## src/rtl/inst_assembler.sv

```systemverilog
// Assembles 1..3 byte instructions from a prefetch-queue byte stream into a
// ready/valid instruction slot. Define INST_ASM_PC_TRACK_EN to track opcode addresses.
module inst_assembler #(
  parameter int PC_W = 16
) (
  input  logic            clk,
  input  logic            reset,
  input  logic [7:0]      q_data,
  input  logic            q_empty,
  output logic            q_pull,
  input  logic [1:0]      len_in,
  input  logic            flush,
  input  logic            pc_load,
  input  logic [PC_W-1:0] pc_in,
  output logic            inst_valid,
  input  logic            inst_ready,
  output logic [7:0]      inst_op,
  output logic [7:0]      inst_lo,
  output logic [7:0]      inst_hi,
  output logic [1:0]      inst_len,
  output logic [PC_W-1:0] inst_pc
);

  typedef enum logic [1:0] {
    ST_OP = 2'd0,
    ST_LO = 2'd1,
    ST_HI = 2'd2
  } state_e;

  state_e     state_q, state_d;
  logic [7:0] op_q, op_d;
  logic [7:0] lo_q, lo_d;
  logic [1:0] len_q, len_d;

  logic       inst_valid_q, inst_valid_d;
  logic [7:0] inst_op_q, inst_op_d;
  logic [7:0] inst_lo_q, inst_lo_d;
  logic [7:0] inst_hi_q, inst_hi_d;
  logic [1:0] inst_len_q, inst_len_d;

  logic [1:0] len_eff;
  logic       final_byte;
  logic       slot_free;
  logic       pull;

  assign len_eff   = (len_in == 2'd0) ? 2'd1 : len_in;
  assign slot_free = !inst_valid_q || inst_ready;

  // NOTE: every always_comb output gets a default first so no latch is inferred.
  always_comb begin
    final_byte = 1'b1;
    unique case (state_q)
      ST_OP:   final_byte = (len_eff == 2'd1);
      ST_LO:   final_byte = (len_q == 2'd2);
      ST_HI:   final_byte = 1'b1;
      default: final_byte = 1'b1;
    endcase
  end

  // The last byte may only be taken when the output slot can accept it.
  assign pull   = !reset && !q_empty && !flush && (!final_byte || slot_free);
  assign q_pull = pull;

  always_comb begin
    state_d      = state_q;
    op_d         = op_q;
    lo_d         = lo_q;
    len_d        = len_q;
    inst_valid_d = inst_valid_q;
    inst_op_d    = inst_op_q;
    inst_lo_d    = inst_lo_q;
    inst_hi_d    = inst_hi_q;
    inst_len_d   = inst_len_q;

    if (flush) begin
      state_d      = ST_OP;
      op_d         = 8'h00;
      lo_d         = 8'h00;
      len_d        = 2'd0;
      inst_valid_d = 1'b0;
    end else begin
      if (inst_valid_q && inst_ready) begin
        inst_valid_d = 1'b0;
      end
      if (pull) begin
        unique case (state_q)
          ST_OP: begin
            op_d    = q_data;
            lo_d    = 8'h00;
            len_d   = len_eff;
            state_d = (len_eff == 2'd1) ? ST_OP : ST_LO;
            if (final_byte) begin
              inst_op_d  = q_data;
              inst_lo_d  = 8'h00;
              inst_hi_d  = 8'h00;
              inst_len_d = 2'd1;
            end
          end
          ST_LO: begin
            lo_d    = q_data;
            state_d = (len_q == 2'd3) ? ST_HI : ST_OP;
            if (final_byte) begin
              inst_op_d  = op_q;
              inst_lo_d  = q_data;
              inst_hi_d  = 8'h00;
              inst_len_d = 2'd2;
            end
          end
          ST_HI: begin
            state_d    = ST_OP;
            inst_op_d  = op_q;
            inst_lo_d  = lo_q;
            inst_hi_d  = q_data;
            inst_len_d = 2'd3;
          end
          default: state_d = ST_OP;
        endcase
        // A final pull in the same cycle as a transfer keeps the slot full.
        if (final_byte) begin
          inst_valid_d = 1'b1;
        end
      end
    end
  end

  // NOTE: sequential state uses non-blocking assignments so all flops update together.
  always_ff @(posedge clk or posedge reset) begin
    if (reset) begin
      state_q      <= ST_OP;
      op_q         <= 8'h00;
      lo_q         <= 8'h00;
      len_q        <= 2'd0;
      inst_valid_q <= 1'b0;
      inst_op_q    <= 8'h00;
      inst_lo_q    <= 8'h00;
      inst_hi_q    <= 8'h00;
      inst_len_q   <= 2'd0;
    end else begin
      state_q      <= state_d;
      op_q         <= op_d;
      lo_q         <= lo_d;
      len_q        <= len_d;
      inst_valid_q <= inst_valid_d;
      inst_op_q    <= inst_op_d;
      inst_lo_q    <= inst_lo_d;
      inst_hi_q    <= inst_hi_d;
      inst_len_q   <= inst_len_d;
    end
  end

  assign inst_valid = inst_valid_q;
  assign inst_op    = inst_op_q;
  assign inst_lo    = inst_lo_q;
  assign inst_hi    = inst_hi_q;
  assign inst_len   = inst_len_q;

`ifdef INST_ASM_PC_TRACK_EN
  logic [PC_W-1:0] pc_q, pc_d;
  logic [PC_W-1:0] pc_op_q, pc_op_d;
  logic [PC_W-1:0] inst_pc_q, inst_pc_d;

  always_comb begin
    pc_op_d   = pc_op_q;
    inst_pc_d = inst_pc_q;
    if (pull && (state_q == ST_OP)) begin
      pc_op_d = pc_q;
    end
    if (pull && final_byte) begin
      inst_pc_d = (state_q == ST_OP) ? pc_q : pc_op_q;
    end
    // A redirect wins over the post-pull increment, with or without flush.
    if (pc_load) begin
      pc_d = pc_in;
    end else if (pull) begin
      pc_d = pc_q + PC_W'(1);
    end else begin
      pc_d = pc_q;
    end
  end

  always_ff @(posedge clk or posedge reset) begin
    if (reset) begin
      pc_q      <= '0;
      pc_op_q   <= '0;
      inst_pc_q <= '0;
    end else begin
      pc_q      <= pc_d;
      pc_op_q   <= pc_op_d;
      inst_pc_q <= inst_pc_d;
    end
  end

  assign inst_pc = inst_pc_q;
`else
  logic unused_pc;
  assign unused_pc = &{1'b0, pc_load, pc_in};
  assign inst_pc   = '0;
`endif

endmodule

```

## config.mk

```make
export PLATFORM = sky130hd
export DESIGN_NAME = inst_assembler
export DESIGN_NICKNAME = d
export VERILOG_FILES = /design/src/rtl/inst_assembler.sv
export SDC_FILE = /design/constraint.sdc
export NUM_CORES = 1
export LEC_CHECK = 0
export CORE_MARGIN = 2
export CORE_UTILIZATION = 32
export DETAILED_ROUTE_END_ITERATION = 16
export GPL_TIMING_DRIVEN = 0
export SYNTH_ARGS = -nofsm -noshare
export SYNTH_HDL_FRONTEND = slang
export SYNTH_SLANG_ARGS = --single-unit
export TNS_END_PERCENT = 20
```

## constraint.sdc

```tcl
create_clock -name clk -period 2.2 [get_ports clk]
set_input_delay 0.22 -clock clk [delete_from_list [all_inputs] [get_ports clk]]
set_output_delay 0.22 -clock clk [all_outputs]
set_load 0.005 [all_outputs]
```

==> After elaboration in Yosys (flattened, before gate mapping) <==
Cells that the tools add are included.
{ "word_totals": {"reg_bits": 47} }
{ "op_classes": {"reduce_logical": 23, "n_mux": 29, "eq_ne": 8, "bitwise": 1} }
{ "ops": {"columns": ["cell", "count"], "rows": [
  ["$mux 8", 8],
  ["$pmux 8 s3", 2],
  ["$pmux 8 s2", 2],
  ["$mux 2", 9],
  ["$eq 2x2->1 const B", 3],
  ["$pmux 2 s3", 1],
  ["$reduce_bool 2->1", 3],
  ["$reduce_bool 3->1", 2],
  ["$logic_not 1->1", 5],
  ["$mux 1", 5],
  ["$reduce_and 5->1", 1],
  ["$eq 2x1->1 const B", 2],
  ["$logic_and 1x1->1", 4],
  ["$logic_not 2->1", 2],
  ["$ne 2x2->1 const B", 2],
  ["$pmux 2 s2", 1],
  ["$reduce_and 2->1", 2],
  ["$reduce_and 4->1", 1],
  ["$logic_or 1x1->1", 2],
  ["$ne 2x1->1 const B", 1],
  ["$pmux 1 s2", 1],
  ["$reduce_or 2->1", 1],
  ["$not 1->1", 1]
]} }

==> Depth between registers and ports, before layout <==
{ "logic_depth": {"depth_word": 9, "ltp_mapped": 8, "mapped_depth_nobuf": 6} }

==> Worst setup path before layout <==
OpenSTA, ideal clock, no wires.
{ "synth_path": {"path_type": "flip-flop to flip-flop", "from": "register state_q[1]", "to": "register op_q[0]", "stages_incl_launch_ff": 9, "setup_slack_ns": 0.308, "arrival_ns": 1.767, "setup_time_ns": 0.125, "synth_period_minus_slack_ns": 1.892, "n_path_buf": 2, "path_cell_list": "dfrtp_1 inv_1 ha_1 and3b_1 buf_6 o21bai_4 nand3_2 buf_6 mux2_4"} }
{ "synth_via": {"elab_chain_cells": 7} }
{ "synth_lines": {"columns": ["element", "line_no", "text"], "rows": [
  ["from (decl)", "30", "state_e state_q, state_d;"],
  ["from (signal assigned)", "139", "state_q <= state_d;"],
  ["$eq 2x1->1 or $logic_not 2->1 (tied branches)", "52, 86", null],
  ["$pmux 1 s2", "52", "unique case (state_q)"],
  ["$logic_not 1->1", "61", "assign pull = !reset && !q_empty && !flush && (!final_byte || slot_free);"],
  ["$logic_or 1x1->1", "61", null],
  ["$logic_and 1x1->1", "61", null],
  ["$reduce_bool 2->1 (no line)", null, null],
  ["$reduce_and 2->1 (no line) *", null, null],
  ["to (signal assigned)", "140", "op_q <= op_d;"],
  ["to (decl)", "31", "logic [7:0] op_q, op_d;"]
]} }
Mark *: on every way between the ends. The rest lies on a longest branch, timed or not.
A chain may end at the register's enable or synchronous reset.

==> Worst setup path after layout <==
{ "layout_path": {"from": "register state_q[0]", "to": "output port q_pull"} }
{ "layout_via": {"elab_chain_cells": 5} }
{ "layout_lines": {"columns": ["element", "line_no", "text"], "rows": [
  ["$eq 2x1->1 or $logic_not 2->1 (tied branches)", "52", null],
  ["$pmux 1 s2 *", "52", null],
  ["$logic_not 1->1 *", "61", null],
  ["$logic_or 1x1->1 *", "61", null],
  ["$logic_and 1x1->1 *", "61", null],
  ["to (decl)", "10", "output logic q_pull,"]
]} }
Marked as above.

==> out/summary.txt <==
Layout Skew: 2.756 ps
Pleak: 1.459 nW
Mux contribution to synthesized area: 0.1042
Setup TNS: 0 ps
Largest area contributor in the netlist: dfrtp_1
CORE AREA: 0.007292 sq mm
Synth Area in Compound Gates: 0.1788
Routed vias/inst: 4.717
Adder-cell area share of the yosys netlist: 0.02592
Setup crit end kind: output port
Nets: 334
Xor and xnor area share after synthesis: 0
Layout Utilization: 0.4439
Status: finished, final reports clean
Unique masters post-synth: 34
Share of cells above drive strength 1: 0.2155
Detailed Routing Iterations Pass 1: 4
Most frequent cell after synthesis: dfrtp_1
Synth cell count leaders: dfrtp_1 (47), nand2_1 (38), o21ai_0 (25)
GRT overflow: 0
Design area: 0.003237 sq mm
WL per Instance: 14.25 um
Ys Warns: 0
Clock Latency Late Sink: 300 ps
Antenna violations before repair: 0
Pre-CTS setup slack: -54.94 ps
Dpl cells: 381
Maxcap violations: 0
CP arrival: 1800 ps
Endpoints failing hold: 0
CTS tree: yes
DRC viols: 0
Class of the worst hold path: in2async
Min Tclk post-route: 2020 ps
Area Overhead vs Synth: 34.11%
RSZ-0062 raised after global routing: no
Sequential cell area fraction in the yosys report: 0.4873
Non-filler cells, final: 396
Flops & latches, synth: 47
Tot GR Track Use: 0.1459
Number of synthesized flops with an enable pin: 0
Routability congestion estimate from global placement: 0.7683
Slack of the critical path: 179.7 ps
Row cnt: 31
Dpl cell area: 0.003034 sq mm
Fmax: 495.0 MHz
WS Path Type: reg2out
First-pass GRT wire length: 9508 um
Die H: 90.85 um
Top FF cell, synth: dfrtp_1
# hold bufs at CTS: 0
Die area: 0.008253 sq mm
Power Total: 1.909 mW
Port Buffers: 42
Antenna diode count: 0
Hpwl dp: 3983 um
Hold slack final: 244.5 ps
Vias in the first global route: 1883
Crit path launch type: flip-flop
Post-Syn Area: 0.002414 sq mm
Async set-reset flop share out of synthesis: 1.000
Critical path's top delay family: flip-flops
Synth area leaders: dfrtp_1 (49%), nand2_1 (5.9%), buf_4 (5.3%)
Die X: 90.85 um
Vias: 1868
DRT antenna net count: 0
CP max FO: 4
Worst Tran Pin Value: 694.2 ps
Crit path cell chain: inv_2 -> ha_4 -> mux2i_4 -> o21bai_4 -> nand2_2 -> inv_1 -> dlygate4sd2_1
Top-area cell type share of the netlist area: 0.4873
Clock slew at reported path FFs: 90 ps
Req. time, crit path: 1980 ps
Clock sink count: 47
TritonCTS buffer count: 5
Io pins: 76
Iter 0 DRT Violations: 117
Largest net degree at the start of global routing: 37
Buf+Inv Stages, Crit Path: 3
Initial Utilization: 0.3310
Synth Instances: 224
Mean Syn Cell Area: 10.77 sq um
Final Cycle Share: 0.9183
Largest family of logic cells by synthesized area: compound AO/OA/AOI/OAI gates
H-tree levels: 2
Critical-path top delay cell: dfrtp_1
Rel. slew slack: 0.5352
CTS max path bufs: 2
Pwr/cell area: 589.9 mW/mm^2
Post-Synth Simple-Gate Area: 0.1089
Clk root buf: clkbuf_8
VDD IR-drop max: 0.3261 mV
Critical Path Max Stage Delay: 450 ps
Wirelength, routed: 5642 um
Max-slew violations: 0
Final setup violation count: 0
## cell usage in the layout, fill, tap and decap left out, types with 5 or more instances in the layout
cell type        netlist  routed
clkbuf_8               0       5
a22o_1                 8       8
o21ai_0               25      25
nand2_1               38      37
buf_2                  5       5
clkbuf_1               6       6
mux2i_1               11      11
buf_4                 17      26
a32o_1                 8       8
dfrtp_1               47      46
mux2_4                 7       7
o31ai_1                8       8
nor2b_1                9       9
conb_1                 1      16
clkdlybuf4s50_1        0      41
## timing repair
item                                    4_1_cts  5_1_grt
endpoints found under the setup margin        1        7
gates resized for setup                      10        0
pin swaps                                     2        0
setup buffers                                 9        0
## sequential cells by signal (all words and copies together) (netlist names)
name,flops
inst_lo,8
inst_hi,8
inst_op,8
lo_q,8
op_q,8
state_q,2
inst_len,2
inst_valid,1
len_q,2
## power by group
group	internal (mW)	switching (mW)
logic	0.189	0.142
registers	0.920	0.0300
clock network	0.334	0.295
## layer usage
layer / global-route usage / part of all wire / vias up
met5: 0 / 0 / -
met4: 0.05556 / 0.020 / 0
met3: 0.03756 / 0.047 / 9
met2: 0.2338 / 0.48 / 53
met1: 0.1896 / 0.45 / 912
li1: - / - / 894
## kinds of logic after synthesis
logic type	Yosys count
AOI/OAI and AO/OA	57
DFF	47
buffers and inverters	37
other	1
and+or+nand+nor	56
adders and majority gates	5
muxes	21
## area by class of cell
class	instances	area (sq um)
Buffer	30	198.9
Clock buffer	6	72.57
Clock inverter	1	30.03
Fill cell	728	4055
Inverter	6	22.52
Multi-Input combinational cell	155	1105
Sequential cell	47	1177
Tap cell	99	123.9
Timing Repair Buffer	52	506.7
## worst paths after layout
kind,depth (start not counted),slack (ps),end,from
max,7,180,q_pull,state_q[0]
min,2,240,lo_q[5],reset
max reg2reg,8,190,inst_op[7],state_q[0]
min reg2reg,2,480,inst_op[2],inst_op[2]
max in group asynchronous,3,1490,inst_lo[2],reset
min in group clk,2,480,inst_op[2],inst_op[2]
(Power assumes the default switching activity.)
